--- config.mk ---
export PLATFORM = sky130hd
export DESIGN_NAME = i2s_tx_serializer
export DESIGN_NICKNAME = d
export VERILOG_FILES = /design/src/rtl/i2s_tx_serializer.sv
export SDC_FILE = /design/constraint.sdc
export NUM_CORES = 1
export LEC_CHECK = 0
export CAP_MARGIN = 20
export CORE_AREA = 2 2 97 99
export DETAILED_ROUTE_END_ITERATION = 10
export DIE_AREA = 0 0 99 101
export GPL_ROUTABILITY_DRIVEN = 0
export PLACE_DENSITY = 0.6
export SETUP_SLACK_MARGIN = 0.3
export SLEW_MARGIN = 30
export SYNTH_ARGS = -nofsm -noshare
export SYNTH_HDL_FRONTEND = slang
export SYNTH_SLANG_ARGS = --single-unit
--- constraint.sdc ---
create_clock -name clk -period 1.9 [get_ports clk]
set_input_delay 0.475 -clock clk [delete_from_list [all_inputs] [get_ports clk]]
set_output_delay 0.475 -clock clk [all_outputs]
set_load 0.01 [all_outputs]
--- src/rtl/i2s_tx_serializer.sv ---
// I2S transmit serializer.
// Accepts 16-bit mono samples qualified by a one-cycle change strobe and
// shifts each one out twice per frame (left slot, then right slot), MSB first.
// BCLK and LRCLK are derived from clk; all link outputs are registered.
//
//   state      | meaning
//   -----------+-----------------------------------------------------------
//   WAIT_FIRST | link clocks run, zero frames sent, underrun not reported
//   STREAM     | first sample seen; missing samples repeat the last one and
//              | report underrun
module i2s_tx_serializer #(
  parameter int PKT_WIDTH = 16,
  parameter int BCLK_DIV  = 4
) (
  input  logic                 clk,
  input  logic                 rst_n,
  input  logic [PKT_WIDTH-1:0] pkt_reg_i,
  input  logic                 pktChanged_reg_i,
  output logic                 bclk_o,
  output logic                 lrclk_o,
  output logic                 sdata_o,
  output logic                 frameStart_o,
  output logic                 underrun_o,
  output logic                 overrun_o
);

  localparam int FRAME = 2 * PKT_WIDTH;
  localparam int CNT_W = $clog2(FRAME);
  localparam int DIV_W = $clog2(BCLK_DIV + 1);

  typedef enum logic {
    WAIT_FIRST = 1'b0,
    STREAM     = 1'b1
  } state_t;

  state_t               r_state;
  state_t               w_state_nxt;

  logic [DIV_W-1:0]     r_div_cnt;
  logic                 r_bclk;
  logic [CNT_W-1:0]     r_bit_cnt;
  logic                 r_lrclk;
  logic                 r_sdata;
  logic [FRAME-1:0]     r_shift;
  logic [PKT_WIDTH-1:0] r_pending;
  logic                 r_pending_valid;
  logic [PKT_WIDTH-1:0] r_last;
  logic                 r_frame_start;
  logic                 r_underrun;
  logic                 r_overrun;

  logic                 w_div_tc;
  logic                 w_fall;
  logic                 w_bit_last;
  logic                 w_boundary;
  logic [CNT_W-1:0]     w_bit_nxt;
  logic                 w_lr_nxt;
  logic [PKT_WIDTH-1:0] w_sample;
  logic                 w_underrun_nxt;
  logic                 w_overrun_nxt;

  // Shared decode: falling BCLK event, frame boundary and next-bit values
  always_comb begin
    w_div_tc   = (r_div_cnt == DIV_W'(BCLK_DIV - 1));
    w_fall     = w_div_tc & r_bclk;
    w_bit_last = (r_bit_cnt == CNT_W'(FRAME - 1));
    w_boundary = w_fall & w_bit_last;
    w_bit_nxt  = w_bit_last ? '0 : r_bit_cnt + CNT_W'(1);
    // LRCLK switches one BCLK ahead of each slot's MSB
    w_lr_nxt   = (w_bit_nxt >= CNT_W'(PKT_WIDTH - 1)) &&
                 (w_bit_nxt <= CNT_W'(FRAME - 2));
    w_sample   = r_pending_valid ? r_pending : r_last;
    // A boundary in the same cycle consumes the old pending, so no overrun
    w_overrun_nxt = pktChanged_reg_i & r_pending_valid & ~w_boundary;
  end

  // BCLK divider: toggle at terminal count, wrap the counter
  always_ff @(posedge clk or negedge rst_n) begin
    if (!rst_n) begin
      r_div_cnt <= '0;
      r_bclk    <= 1'b0;
    end else if (w_div_tc) begin
      r_div_cnt <= '0;
      r_bclk    <= ~r_bclk;
    end else begin
      r_div_cnt <= r_div_cnt + DIV_W'(1);
    end
  end

  // Bit counter, word select and serial data advance on BCLK falling edges
  always_ff @(posedge clk or negedge rst_n) begin
    if (!rst_n) begin
      r_bit_cnt <= CNT_W'(FRAME - 1);
      r_lrclk   <= 1'b0;
      r_sdata   <= 1'b0;
      r_shift   <= '0;
      r_last    <= '0;
    end else if (w_fall) begin
      r_bit_cnt <= w_bit_nxt;
      r_lrclk   <= w_lr_nxt;
      if (w_bit_last) begin
        // MSB goes out now, the remaining 2*PKT_WIDTH-1 bits wait in shift
        r_sdata <= w_sample[PKT_WIDTH-1];
        r_shift <= {w_sample[PKT_WIDTH-2:0], w_sample, 1'b0};
        r_last  <= w_sample;
      end else begin
        r_sdata <= r_shift[FRAME-1];
        r_shift <= {r_shift[FRAME-2:0], 1'b0};
      end
    end
  end

  // Sample capture; newest strobe always wins the pending slot
  always_ff @(posedge clk or negedge rst_n) begin
    if (!rst_n) begin
      r_pending       <= '0;
      r_pending_valid <= 1'b0;
    end else if (pktChanged_reg_i) begin
      r_pending       <= pkt_reg_i;
      r_pending_valid <= 1'b1;
    end else if (w_boundary) begin
      r_pending_valid <= 1'b0;
    end
  end

  // FSM state register
  always_ff @(posedge clk or negedge rst_n) begin
    if (!rst_n) begin
      r_state <= WAIT_FIRST;
    end else begin
      r_state <= w_state_nxt;
    end
  end

  // FSM next state and underrun decision
  always_comb begin
    w_state_nxt    = r_state;
    w_underrun_nxt = 1'b0;
    case (r_state)
      WAIT_FIRST: begin
        if (w_boundary && r_pending_valid) begin
          w_state_nxt = STREAM;
        end
      end
      STREAM: begin
        if (w_boundary && !r_pending_valid) begin
          w_underrun_nxt = 1'b1;
        end
      end
      default: w_state_nxt = WAIT_FIRST;
    endcase
  end

  // Registered status pulses
  always_ff @(posedge clk or negedge rst_n) begin
    if (!rst_n) begin
      r_frame_start <= 1'b0;
      r_underrun    <= 1'b0;
      r_overrun     <= 1'b0;
    end else begin
      r_frame_start <= w_boundary;
      r_underrun    <= w_underrun_nxt;
      r_overrun     <= w_overrun_nxt;
    end
  end

  assign bclk_o       = r_bclk;
  assign lrclk_o      = r_lrclk;
  assign sdata_o      = r_sdata;
  assign frameStart_o = r_frame_start;
  assign underrun_o   = r_underrun;
  assign overrun_o    = r_overrun;

endmodule

Word-level counts from Yosys, hierarchy flattened:

Index checks and enable logic that the tools add are counted.

* input bits: 19
* bits in registers: 80
* word-level logic and storage cells: 42

* bitwise operators: 6
* add/subtract/negate cells: 2
* muxes and demuxes: 11
* equal/unequal tests: 2
* $lt $le $gt $ge: 2
* reduce and logical (&&, ||, !) cells: 6

Operator list (count)
* 32-bit two-way mux: 1
* 16-bit two-way mux: 1
* 1-bit two-way mux: 7
* 5-bit by 1-bit adder with 5-bit output (second input constant): 1
* 5-bit == test (second input constant): 1
* 5-bit by 4-bit >= comparator with 1-bit output (second input constant): 1
* 5-bit <= comparator (second input constant): 1
* 5-bit two-way mux: 1
* 1-bit AND: 4
* 3-bit by 1-bit adder with 3-bit output (second input constant): 1
* 3-bit by 2-bit == test with 1-bit output (second input constant): 1
* 1-bit logical AND: 3
* 3-bit two-way mux: 1
* 1-bit NOT: 2
* 2-bit AND reduction: 1
* 2-bit nonzero test: 1
* 1-bit zero test: 1

Logic depth before layout (Yosys ltp):

* depth after elaboration: 6
* mapped depth: 8
* depth with buffers taken out: 7

Least setup slack after synthesis:

No wires, ideal clock.

* path kind: flip-flop to flip-flop
* from: register r_bit_cnt[0]
* to: register r_lrclk, in the netlist lrclk_o
* stages on the path, launching flop included: 9
* buffers on the path: 2
* slack: -37 ps
* required time: 1764 ps
* data arrival time: 1801 ps
* cell sequence: dfstp_2 > ha_1 > and3_1 > ha_1 > buf_2 > buf_1 > nor3_1 > o21ai_0 > o211ai_1

* word-level cells in the longest chain between the ends: 4
* elaborated cells on any way between the ends: 6
* classes of those cells: add/sub (1); order compare (2); eq/ne (1); mux (1); reduce/logical (1)

RTL lines
* start, declared: RTL line 41 `logic [CNT_W-1:0] r_bit_cnt;`
* start signal, assigned: RTL line 93 `r_bit_cnt <= CNT_W'(FRAME - 1);`
* start signal, assigned: RTL line 99 `r_bit_cnt <= w_bit_nxt;`
* 5-bit by 1-bit adder with 5-bit output / 5-bit == test (equally long branches): RTL line 68, 66
* 5-bit two-way mux *: RTL line 68 `w_bit_nxt = w_bit_last ? '0 : r_bit_cnt + CNT_W'(1);`
* 5-bit by 4-bit >= comparator with 1-bit output / 5-bit <= comparator (equally long branches): RTL line 70, 71
* 1-bit logical AND *: RTL line 70 `w_lr_nxt = (w_bit_nxt >= CNT_W'(PKT_WIDTH - 1)) &&`
* end signal, assigned: RTL line 100 `r_lrclk <= w_lr_nxt;`
* end, declared: RTL line 42 `logic r_lrclk;`

Every way passes the cells marked *; elsewhere a longest branch is shown, timed or not.
A chain may end at the register's enable or synchronous reset.

Final worst setup path:

* from: register r_bit_cnt[1]
* to: register r_last[6]

* word-level cells in the longest chain between the ends: 2

RTL lines
* 5-bit == test: RTL line 66 `w_bit_last = (r_bit_cnt == CNT_W'(FRAME - 1));`
* 2-bit AND reduction (no source line)
* end signal, assigned: RTL line 105 `r_last <= w_sample;`
* end, declared: RTL line 47 `logic [PKT_WIDTH-1:0] r_last;`

No other way between the ends.

==> summary.md <==
| Metric | Value |
|---|---|
| Cell Pwr Density | `796.7 nW/um^2` |
| Net Sw Frac | `20.67%` |
| Io pins | `25` |
| Layout Area Growth over Synthesis | `22.11%` |
| Core Util, Final | `47.19%` |
| Share of layout cells above drive strength 1 | `22.00%` |
| Crit path time final | `1.760 ns` |
| Global-route wire length before repair | `11.21 mm` |
| Post-layout instance area | `4237 sq um` |
| CTS clk-pin slew, worst paths | `0.09 ns` |
| RR Startpoint | `r_bit_cnt[1]` |
| Yosys warns | `0` |
| Fin. Hold Viols | `0` |
| Via Count | `2310` |
| # nets final | `369` |
| FMAX | `568.3 MHz` |
| RR Endpoint | `r_last[6]` |
| Clock Tree Root | `clkbuf_8` |
| Required time of the critical path | `2.13 ns` |
| GRT Total Usage | `14.30%` |
| Finish-stage setup viols | `0` |
| Routed wire length | `6.365 mm` |
| Worst R2R Setup Slack | `0.14 ns` |
| CP endpoint kind | `flop` |
| Storage cell area | `1983 sq um` |
| Int Pwr | `0.002677 W` |
| Worst reg2reg path depth | `6` |
| DRT iter0 DRCs | `82` |
| Filler cells | `832` |
| Status | `completed` |
| # diodes | `0` |
| Area of the multi-input gates | `1416 sq um` |
| Combinational fraction of design power | `4.5%` |
| Initial Utilization | `38.65%` |
| Clk Latency, worst-skew pair | `0.35 ns` |
| Register area share after synthesis | `57.16%` |
| DP Area | `3894 sq um` |
| Die W | `99 microns` |
| Post-Syn Nets | `335` |
| Clk buf depth | `2` |
| Post-synth EDFFs | `0` |
| Initial antenna violation count | `0` |
| GR Overflow Total | `0` |
| Dpl cells | `437` |
| Setup TNS | `0 ns` |
| Top cell type's share of synthesized area | `53.37%` |
| Yosys reg bits | `79` |
| WP data arrival | `1.99 ns` |
| Final Cycle Share | `92.61%` |
| Fraction of registers with async set/reset | `100.0%` |
| TritonCTS Buffers | `9` |
| CP max FO | `10` |
| Min-Delay Path Class | `in -> async` |
| Synth cell types | `32` |
| Slew @ Worst Pin | `0.4127 ns` |
| CP startpoint kind | `flop` |
| Residual DRC | `0` |
| CTS tree | `built` |
| HPWL Detailed | `4.258 mm` |
| Top cells by count, synth | `74 x dfrtp_1, 67 x o21ai_0, 58 x nand2_1` |
| Max Cap Viol | `0` |
| Post-Syn Area per Cell | `11.16 sq um` |
| Top post-synthesis cells by area | `dfrtp_1 53%, o21ai_0 9.7%, mux2_2 7.1%, nand2_1 6.3%, mux2i_1 4.9%` |
| Die ar. | `9999 sq um` |
| ANT nets after route | `0` |
| Vias in the first global route | `2301` |
| Prevailing post-synth register cell | `dfrtp_1` |
| Net Sw Power | `0.0006977 W` |
| Mapped cell area | `3470 sq um` |
| Critical path start-end classification | `reg -> reg` |
| H-tree Lvls | `3` |
| Cell Rows | `35` |
| Clk pwr share | `43.9%` |
| WL/cell | `13.81 microns` |
| Slew Limit Headroom | `72.49%` |
| Dominant cell by count in the synthesized netlist | `dfrtp_1` |
| Core area | `8977 sq um` |
| Finished Layout Cells | `461` |
| Port Buf Inserts | `24` |
| VDD IR max | `441.7 uV` |
| Seq pwr share | `51.6%` |
| CTS sink count | `79` |
| Pin count of the biggest net entering global routing | `47` |
| Die H | `101 microns` |
| Slew Viols, Final | `0` |
| Area leader, netlist | `dfrtp_1` |
| Worst-case clock skew | `0.01095 ns` |
| Router iterations before antenna repair | `4` |
| Mapped Cells | `311` |
| RSZ-0062 raised after global routing | `yes` |
| Vias/cell | `5.011` |
| Leakage | `2.003 nW` |
## state kept, by name, indices dropped and copies added (netlist names)
signal	cells
r_shift	31
r_last	16
r_pending	16
r_bit_cnt	5
r_div_cnt	3
bclk_o	1
frameStart_o	1
lrclk_o	1
overrun_o	1
r_pending_valid	1
r_state	1
sdata_o	1
underrun_o	1
## worst max-delay path: stages, from the launching register on
cell and delay [ns]:
dfstp_2 0.56, ha_4 0.13, and3_4 0.17, ha_4 0.20, nand3_4 0.10, buf_12 0.18, mux2_4 0.29
## power by group through the flow
stage                     combinational, W  sequential (W)  clock [W]
after floorplan                  0.0000618         0.00177          0
after global placement            0.000156         0.00177          0
after detailed placement          0.000157         0.00178          0
after CTS                         0.000157         0.00174    0.00152
after global routing              0.000171         0.00175    0.00160
final                             0.000152         0.00174    0.00148
## per-layer routing
metal | track usage, % | vias up | share of wire, %
met5 | 0 | - | 0
met4 | 5.374 | 0 | 1.7
met3 | 3.883 | 11 | 3.8
met2 | 20.84 | 48 | 45
met1 | 20.43 | 1117 | 50
li1 | - | 1134 | -
## layout make-up
type	count	area share (%)
clock buffers	11	3.101
repair buffers	43	10.51
inverters	4	0.3544
well taps	111	3.278
clock inverters	5	2.510
multi-input cells	208	33.43
flip-flops and latches	79	46.81
## per-stage QoR
stage	total power [W]	hold slack, ns	setup WS, ns
global route	0.003523	0.007349	0.09110
detailed placement	0.001933	0.3927	0.03017
global placement	0.001930	0.3924	0.09415
floorplan	0.001829	0.1794	0.09174
CTS	0.003418	0.007426	0.1612
finish	0.003375	0.01153	0.1404
## worst max path at each step
| stage | startpoint | endpoint | slack, ns | cells past startpoint |
|---|---|---|---|---|
| finish | r_bit_cnt[1] | r_last[6] | 0.14 | 6 |
| global route | r_bit_cnt[1] | r_last[6] | 0.09 | 6 |
| CTS | r_bit_cnt[1] | lrclk_o | 0.16 | 7 |
| detailed placement | r_bit_cnt[1] | r_last[10] | 0.03 | 5 |
| global placement | r_bit_cnt[1] | r_last[12] | 0.09 | 5 |
| floorplan | r_bit_cnt[0] | r_last[10] | 0.09 | 7 |
## cell families (layout without fill, tap and decap cells)
group                    after synthesis  after routing  share of synthesized area (%)
flip-flops                            79             79                          57.16
buffers and inverters                 24             63                          3.389
multiplexers                          48             48                          15.94
AO/OA/AOI/OAI                         75             75                          11.25
adder cells (fa/ha/maj)                5              5                          1.803
AND/OR/NAND/NOR                       77             77                          9.701
XOR/XNOR                               3              3                         0.7574
## timing repair
item,CTS,global route
buffers inserted,7,1
gates resized for setup,8,8
endpoints found under the setup margin,59,54
hold buffers,0,0
## cells in the final DEF, fill, tap and decap left out, types with 3 or more instances in the layout
cell type        instances
dfrtp_1                 74
o21ai_0                 66
nand2_1                 58
mux2_2                  22
mux2i_1                 17
clkdlybuf4s50_1         17
buf_4                   12
mux2_4                   9
clkbuf_8                 9
nor2_1                   6
dlygate4sd2_1            6
dfstp_2                  5
inv_1                    4
buf_12                   4
a21o_1                   3
ha_1                     3
bufinv_16                3
Note: power is estimated with default switching activity, not from simulation.
